`src/rtl/tdm_pkg.sv`:
```
// Shared definitions for the tdm_mux4 gather path and its downstream demux.
package tdm_pkg;

  localparam int unsigned NCH  = 4;
  localparam int unsigned SELW = 2;
  localparam int unsigned CNTW = 16;

  typedef enum logic {
    ST_EMPTY = 1'b0,
    ST_FULL  = 1'b1
  } state_t;

  // Channel index 'off' slots after ptr, wrapping modulo NCH.
  function automatic logic [SELW-1:0] rr_idx(input logic [SELW-1:0] ptr, input int unsigned off);
    return SELW'(ptr + SELW'(off));
  endfunction

endpackage

```
`src/rtl/tdm_mux4_if.sv`:
```
// Four-channel gather-side input streams plus the merged output stream.
interface tdm_mux4_if #(
  parameter int unsigned WIDTH = 8
);
  import tdm_pkg::*;

  logic [NCH*WIDTH-1:0] in_data;
  logic [NCH-1:0]       in_valid;
  logic [NCH-1:0]       in_ready;
  logic [WIDTH-1:0]     out_data;
  logic [SELW-1:0]      out_sel;
  logic                 out_valid;
  logic                 out_ready;

  modport master (
    output in_data, in_valid, out_ready,
    input  in_ready, out_data, out_sel, out_valid
  );

  modport slave (
    input  in_data, in_valid, out_ready,
    output in_ready, out_data, out_sel, out_valid
  );

endinterface

```
`src/rtl/rr_arb4.sv`:
```
// Combinational 4-way round-robin arbiter; search starts one past ptr.
module rr_arb4
  import tdm_pkg::*;
(
  input  logic [NCH-1:0]  req,
  input  logic [SELW-1:0] ptr,
  output logic [NCH-1:0]  gnt,
  output logic [SELW-1:0] gnt_idx
);

  always_comb begin
    logic            found;
    logic [SELW-1:0] idx;
    gnt     = '0;
    gnt_idx = '0;
    found   = 1'b0;
    idx     = '0;
    for (int unsigned off = 1; off <= NCH; off++) begin
      idx = rr_idx(ptr, off);
      if (!found && req[idx]) begin
        gnt[idx] = 1'b1;
        gnt_idx  = idx;
        found    = 1'b1;
      end
    end
  end

endmodule

```
`src/rtl/tdm_mux4.sv`:
```
// 4-channel round-robin TDM gather into one registered output beat.
// Optional per-channel accepted-beat counters: define TDM_MUX4_BEAT_CNT_EN.
module tdm_mux4
  import tdm_pkg::SELW, tdm_pkg::CNTW, tdm_pkg::state_t, tdm_pkg::ST_EMPTY, tdm_pkg::ST_FULL;
#(
  parameter int unsigned WIDTH = 8,
  parameter int unsigned NCH   = 4
) (
  input  logic       clk,
  input  logic       rst_n,
  input  logic       enable,
  tdm_mux4_if.slave  bus
`ifdef TDM_MUX4_BEAT_CNT_EN
  ,
  output logic [CNTW-1:0] beat_cnt0,
  output logic [CNTW-1:0] beat_cnt1,
  output logic [CNTW-1:0] beat_cnt2,
  output logic [CNTW-1:0] beat_cnt3
`endif
);

  if (NCH != tdm_pkg::NCH) begin : g_nch_check
    $error("tdm_mux4: NCH must be 4");
  end

  state_t            state_q, state_d;
  logic [WIDTH-1:0]  data_q, data_d;
  logic [SELW-1:0]   sel_q, sel_d;
  logic [SELW-1:0]   ptr_q, ptr_d;

  logic              slot_free_c;
  logic [NCH-1:0]    req_c;
  logic [NCH-1:0]    gnt_c;
  logic [SELW-1:0]   gnt_idx_c;
  logic              grant_c;

  assign bus.out_valid = (state_q == ST_FULL);
  assign bus.out_data  = data_q;
  assign bus.out_sel   = sel_q;

  // Requests are masked while in reset so in_ready stays low there.
  assign slot_free_c = !bus.out_valid || bus.out_ready;
  assign req_c       = bus.in_valid & {NCH{enable && slot_free_c && rst_n}};

  rr_arb4 u_arb (
    .req     (req_c),
    .ptr     (ptr_q),
    .gnt     (gnt_c),
    .gnt_idx (gnt_idx_c)
  );

  assign bus.in_ready = gnt_c;
  assign grant_c      = |gnt_c;

  always_comb begin
    state_d = state_q;
    data_d  = data_q;
    sel_d   = sel_q;
    ptr_d   = ptr_q;
    if (grant_c) begin
      state_d = ST_FULL;
      sel_d   = gnt_idx_c;
      ptr_d   = gnt_idx_c;
      for (int unsigned k = 0; k < NCH; k++) begin
        if (gnt_c[k]) data_d = bus.in_data[k*WIDTH +: WIDTH];
      end
    end else if ((state_q == ST_FULL) && bus.out_ready) begin
      state_d = ST_EMPTY;
    end
  end

  always_ff @(posedge clk or negedge rst_n) begin
    if (!rst_n) begin
      state_q <= ST_EMPTY;
      data_q  <= '0;
      sel_q   <= '0;
      ptr_q   <= SELW'(NCH - 1);
    end else begin
      state_q <= state_d;
      data_q  <= data_d;
      sel_q   <= sel_d;
      ptr_q   <= ptr_d;
    end
  end

`ifdef TDM_MUX4_BEAT_CNT_EN
  logic [CNTW-1:0] cnt_q [NCH];

  // Saturating count of accepted input handshakes per channel.
  always_ff @(posedge clk or negedge rst_n) begin
    if (!rst_n) begin
      for (int unsigned k = 0; k < NCH; k++) cnt_q[k] <= '0;
    end else begin
      for (int unsigned k = 0; k < NCH; k++) begin
        if (bus.in_valid[k] && gnt_c[k] && (cnt_q[k] != '1)) cnt_q[k] <= cnt_q[k] + CNTW'(1);
      end
    end
  end

  assign beat_cnt0 = cnt_q[0];
  assign beat_cnt1 = cnt_q[1];
  assign beat_cnt2 = cnt_q[2];
  assign beat_cnt3 = cnt_q[3];
`endif

endmodule

```
`src/flat_wrapper.sv`:
```
// flat-port wrapper written by rule: the top's interface ports become plain ports
module tdm_mux4_flat import tdm_pkg::SELW, tdm_pkg::CNTW, tdm_pkg::state_t, tdm_pkg::ST_EMPTY, tdm_pkg::ST_FULL;
#(
  parameter int unsigned WIDTH = 8,
  parameter int unsigned NCH   = 4
)
  (clk, rst_n, enable, bus_in_data, bus_in_valid, bus_out_ready, bus_in_ready, bus_out_data, bus_out_sel, bus_out_valid);
  tdm_mux4_if #(.WIDTH(WIDTH)) bus_i ();
  input  logic clk;
  input  logic rst_n;
  input  logic enable;
  input wire logic [$bits(bus_i.in_data)-1:0] bus_in_data;
  input wire logic [$bits(bus_i.in_valid)-1:0] bus_in_valid;
  input wire logic [$bits(bus_i.out_ready)-1:0] bus_out_ready;
  output wire logic [$bits(bus_i.in_ready)-1:0] bus_in_ready;
  output wire logic [$bits(bus_i.out_data)-1:0] bus_out_data;
  output wire logic [$bits(bus_i.out_sel)-1:0] bus_out_sel;
  output wire logic [$bits(bus_i.out_valid)-1:0] bus_out_valid;
  assign bus_i.in_data = bus_in_data;
  assign bus_i.in_valid = bus_in_valid;
  assign bus_i.out_ready = bus_out_ready;
  assign bus_in_ready = bus_i.in_ready;
  assign bus_out_data = bus_i.out_data;
  assign bus_out_sel = bus_i.out_sel;
  assign bus_out_valid = bus_i.out_valid;
  tdm_mux4 #(.WIDTH(WIDTH), .NCH(NCH)) u_core (.clk(clk), .rst_n(rst_n), .enable(enable), .bus(bus_i));
endmodule
```
`config.mk`:
```
export PLATFORM = sky130hd
export DESIGN_NAME = tdm_mux4_flat
export DESIGN_NICKNAME = d
export VERILOG_FILES = /design/src/rtl/tdm_pkg.sv /design/src/rtl/tdm_mux4_if.sv /design/src/rtl/rr_arb4.sv /design/src/rtl/tdm_mux4.sv /design/src/flat_wrapper.sv
export SDC_FILE = /design/constraint.sdc
export NUM_CORES = 1
export LEC_CHECK = 0
export CELL_PAD_IN_SITES_DETAIL_PLACEMENT = 1
export CELL_PAD_IN_SITES_GLOBAL_PLACEMENT = 1
export CORE_MARGIN = 2
export CORE_UTILIZATION = 30
export CTS_CLUSTER_DIAMETER = 120
export DETAILED_ROUTE_END_ITERATION = 16
export PLACE_DENSITY_LB_ADDON = 0.1
export SLEW_MARGIN = 20
export SYNTH_ARGS = -nofsm -noshare
export SYNTH_HDL_FRONTEND = slang
export SYNTH_SLANG_ARGS = --single-unit
```
`constraint.sdc`:
```
create_clock -name clk -period 6.2 [get_ports clk]
set_input_delay 1.86 -clock clk [delete_from_list [all_inputs] [get_ports clk]]
set_output_delay 1.86 -clock clk [all_outputs]
set_load 0.02 [all_outputs]
```
==> out/results.txt <==
Cts hold-fix bufs - 0
Antenna cells - 0
Startpoint class of the critical path - primary input
Avg WL per Cell - 16.4 um
Clock Latency Late Sink - 0.24 ns
Avg Vias per Cell - 5.34
Syn_nets - 241
IO Pins - 55
H-tree depth - 1
XOR/XNOR Fraction of Synth Area - 0%
Peak supply drop - 0.127 mV
First-pass GRT wire length - 9090 um
# Max-Cap Violations - 0
Die H - 79.1 um
Crit path time final - 6.04 ns
Core Rows - 27
Critical path endpoint category - output pin
Tot Pwr - 0.897 mW
Top_reg_cell synth - dfrtp_1
Port Buffers - 54
Final nets - 310
Slew HR - 50.5%
Synthesized cell area - 0.00169 mm2
Arr. time, crit path - 4.18 ns
Initial core utilization - 30.9%
DPL Wire Length - 4420 um
Initial DRC count - 52
EDFF count, synth - 0
Final Hold Viols - 0
Setup_tns - 0 ns
Detail Route Antenna Nets - 0
Reg clk slew, reported paths - 0.06 ns
Simple-gate share of the synthesized area - 16.2%
Core area - 0.00547 mm2
Leakage power - 1.09 nW
Tightest Pin Transition - 0.735 ns
Clock group share of total power - 8.5%
RSZ-0062 raised after global routing - false
Post-Synthesis Cells - 194
Max Slew Vio Count - 0
Largest family of logic cells by synthesized area - compound AO/OA/AOI/OAI gates
Area Growth Syn to Fin - 45.9%
CTS Sinks - 13
Total gr overflow - 0
Power density cells - 364 mW/mm2
WS Path Type - primary input to output pin
TritonCTS clock tree - yes
Post-Syn Area per Cell - 8.72 um2
Unique masters post-synth - 49
Largest net degree at the start of global routing - 19
DP Area - 0.00241 mm2
RePlAce Congestion - 0.836
Drt drc - 0
DR pass1 iterations - 4
Post-synthesis sequential area ratio - 19.4%
FF+latch count, synth - 13
Adder-cell share of the synthesized area - 5.18%
Multiplexer share of the synthesized area - 5.10%
Fin area - 0.00247 mm2
Detailed Route WL - 5490 um
Worst-path fanout max - 8
Layout cells sized above 1 - 19.8%
Switching part of the total - 45.9%
Power Internal - 0.486 mW
HP Class - flop to flop
Vias in the first global route - 1863
Comb power frac - 71.0%
CTS Buffer Depth - 2
TritonCTS buffer count - 3
Final core occ - 45.1%
Final Skew - 0.00214 ns
CTS Root Cell - clkbuf_8
Async SR Flop Fraction - 100%
Vias - 1784
Hold Worst Slack - 0.487 ns
Die Area - 0.00626 mm2
Setup-failing EPs final - 0
Switching pwr - 0.412 mW
GRT Overall Usage - 18.1%
Die W - 79.1 um
Synth warnings - 0
CP required - 4.34 ns
Period Utilization, post-route - 97.3%
Max Fclk - 0.166 GHz
Compound-cell area share of the yosys netlist - 40.2%
Initial antenna violation count - 0
Sequential Power Share - 20.5%
Status - completed
[registers in the layout (all words and copies together), names as in the netlist]
| name | cells |
|---|---|
| u_core.bus.out_data | 8 |
| u_core.bus.out_sel | 2 |
| u_core.ptr_q | 2 |
| u_core.bus.out_valid | 1 |
[worst paths after layout]
kind | start | to | slack [ns] | cells past startpoint
worst max-delay path | bus_in_valid[1] | bus_in_ready[0] | 0.16 | 8
worst min-delay path | u_core.bus.out_sel[0] | u_core.bus.out_sel[0] | 0.49 | 1
worst max register to register | u_core.ptr_q[0] | u_core.bus.out_data[4] | 2.47 | 9
worst min register to register | u_core.bus.out_sel[0] | u_core.bus.out_sel[0] | 0.49 | 1
max in group asynchronous | rst_n | u_core.ptr_q[0] | 3.99 | 2
min in group asynchronous | rst_n | u_core.bus.out_valid | 1.97 | 2
[routing by layer]
layer | vias up | routed length, um | track usage, %
met4 | 0 | 32 | 3.79
met2 | 41 | 2570 | 31.0
met5 | - | 0 | 0
met1 | 853 | 2660 | 24.6
li1 | 886 | - | -
met3 | 4 | 226 | 1.82
[timing repair]
item | CTS | global route
setup endpoints to repair | 3 | 1
buffers inserted | 0 | 0
pin swaps | 0 | 0
resized for setup | 3 | 3
[through the flow]
stage,instances,setup slack (ns)
floorplan,194,0.597
global placement,330,-0.0191
detailed placement,330,-0.0979
CTS,334,0.0101
global route,334,0.00650
finish,334,0.165
[cells in the mapped netlist (2+ instances only)]
cell type  instances  share of area, %
clkbuf_1           8               1.8
dfrtp_1           11                16
ha_1               7               5.2
and2_1             2              0.74
dfstp_2            2               3.1
a21oi_1            3              0.89
a211o_1            3               1.6
and4_1             8               4.1
and3b_1            2               1.0
o311ai_1           2               1.0
nand2_1            4              0.89
buf_6              5               3.3
a211oi_2           2               1.5
a31oi_1            8               3.0
a41oi_1            9               4.7
mux4_2             2               2.7
o21ai_0            4               1.2
nand3b_1           2              0.89
o31a_1             8               4.1
buf_2              2              0.59
o21ai_1            2              0.59
nor3_1             4               1.2
or3b_1             4               2.1
o311ai_0           6               3.1
inv_1             34               7.5
o21a_1             3               1.3
mux2i_1            3               1.8
nor3b_1            4               1.8
a22oi_2            8               5.9
o31ai_1            9               4.0
nand2b_1           3               1.1
a21o_1             3               1.3
[area by class of cell]
| cell class | count | area, um2 |
|---|---|---|
| Clock buffer | 4 | 45.0 |
| Fill cell | 659 | 3010 |
| Inverter | 35 | 131 |
| Multi-Input combinational cell | 130 | 1140 |
| Sequential cell | 13 | 328 |
| Tap cell | 72 | 90.1 |
| Timing Repair Buffer | 80 | 734 |
[kinds of logic after synthesis]
logic type | count (synthesis)
buffers and inverters | 51
muxes | 6
adders and majority gates | 7
and+or+nand+nor | 38
DFF | 13
AOI/OAI and AO/OA | 79
[worst max-delay path, stage by stage]
cell	delay, ns
clkdlybuf4s50_1	0.51
buf_4	0.19
mux4_2	0.52
or3b_1	0.20
a21oi_1	0.06
a311oi_1	0.39
inv_1	0.10
dlygate4sd2_1	0.34
[power by group through the flow]
stage | sequential, mW | clock, mW | combinational [mW]
final | 0.184 | 0.0764 | 0.637
after global routing | 0.192 | 0.0833 | 0.705
after CTS | 0.185 | 0.0793 | 0.643
after detailed placement | 0.185 | 0 | 0.645
after global placement | 0.183 | 0 | 0.639
after floorplan | 0.206 | 0 | 0.413
[layout by cell type (no fill, tap or decap), types with 3 or more instances in the layout]
cell / n
clkdlybuf4s50_1: 50
inv_1: 34
buf_4: 26
dfrtp_1: 11
a41oi_1: 9
o31ai_1: 9
a31oi_1: 8
o31a_1: 8
and4_1: 8
a22oi_2: 8
ha_1: 7
o311ai_0: 6
nand2_1: 4
or3b_1: 4
o21ai_0: 4
nand2b_1: 3
a21o_1: 3
a211o_1: 3
nor3b_1: 3
nor3_1: 3
a21oi_1: 3
o21a_1: 3
mux2i_1: 3
clkbuf_8: 3
dlygate4sd2_1: 3
No activity file was read; power rests on OpenSTA's default activity.
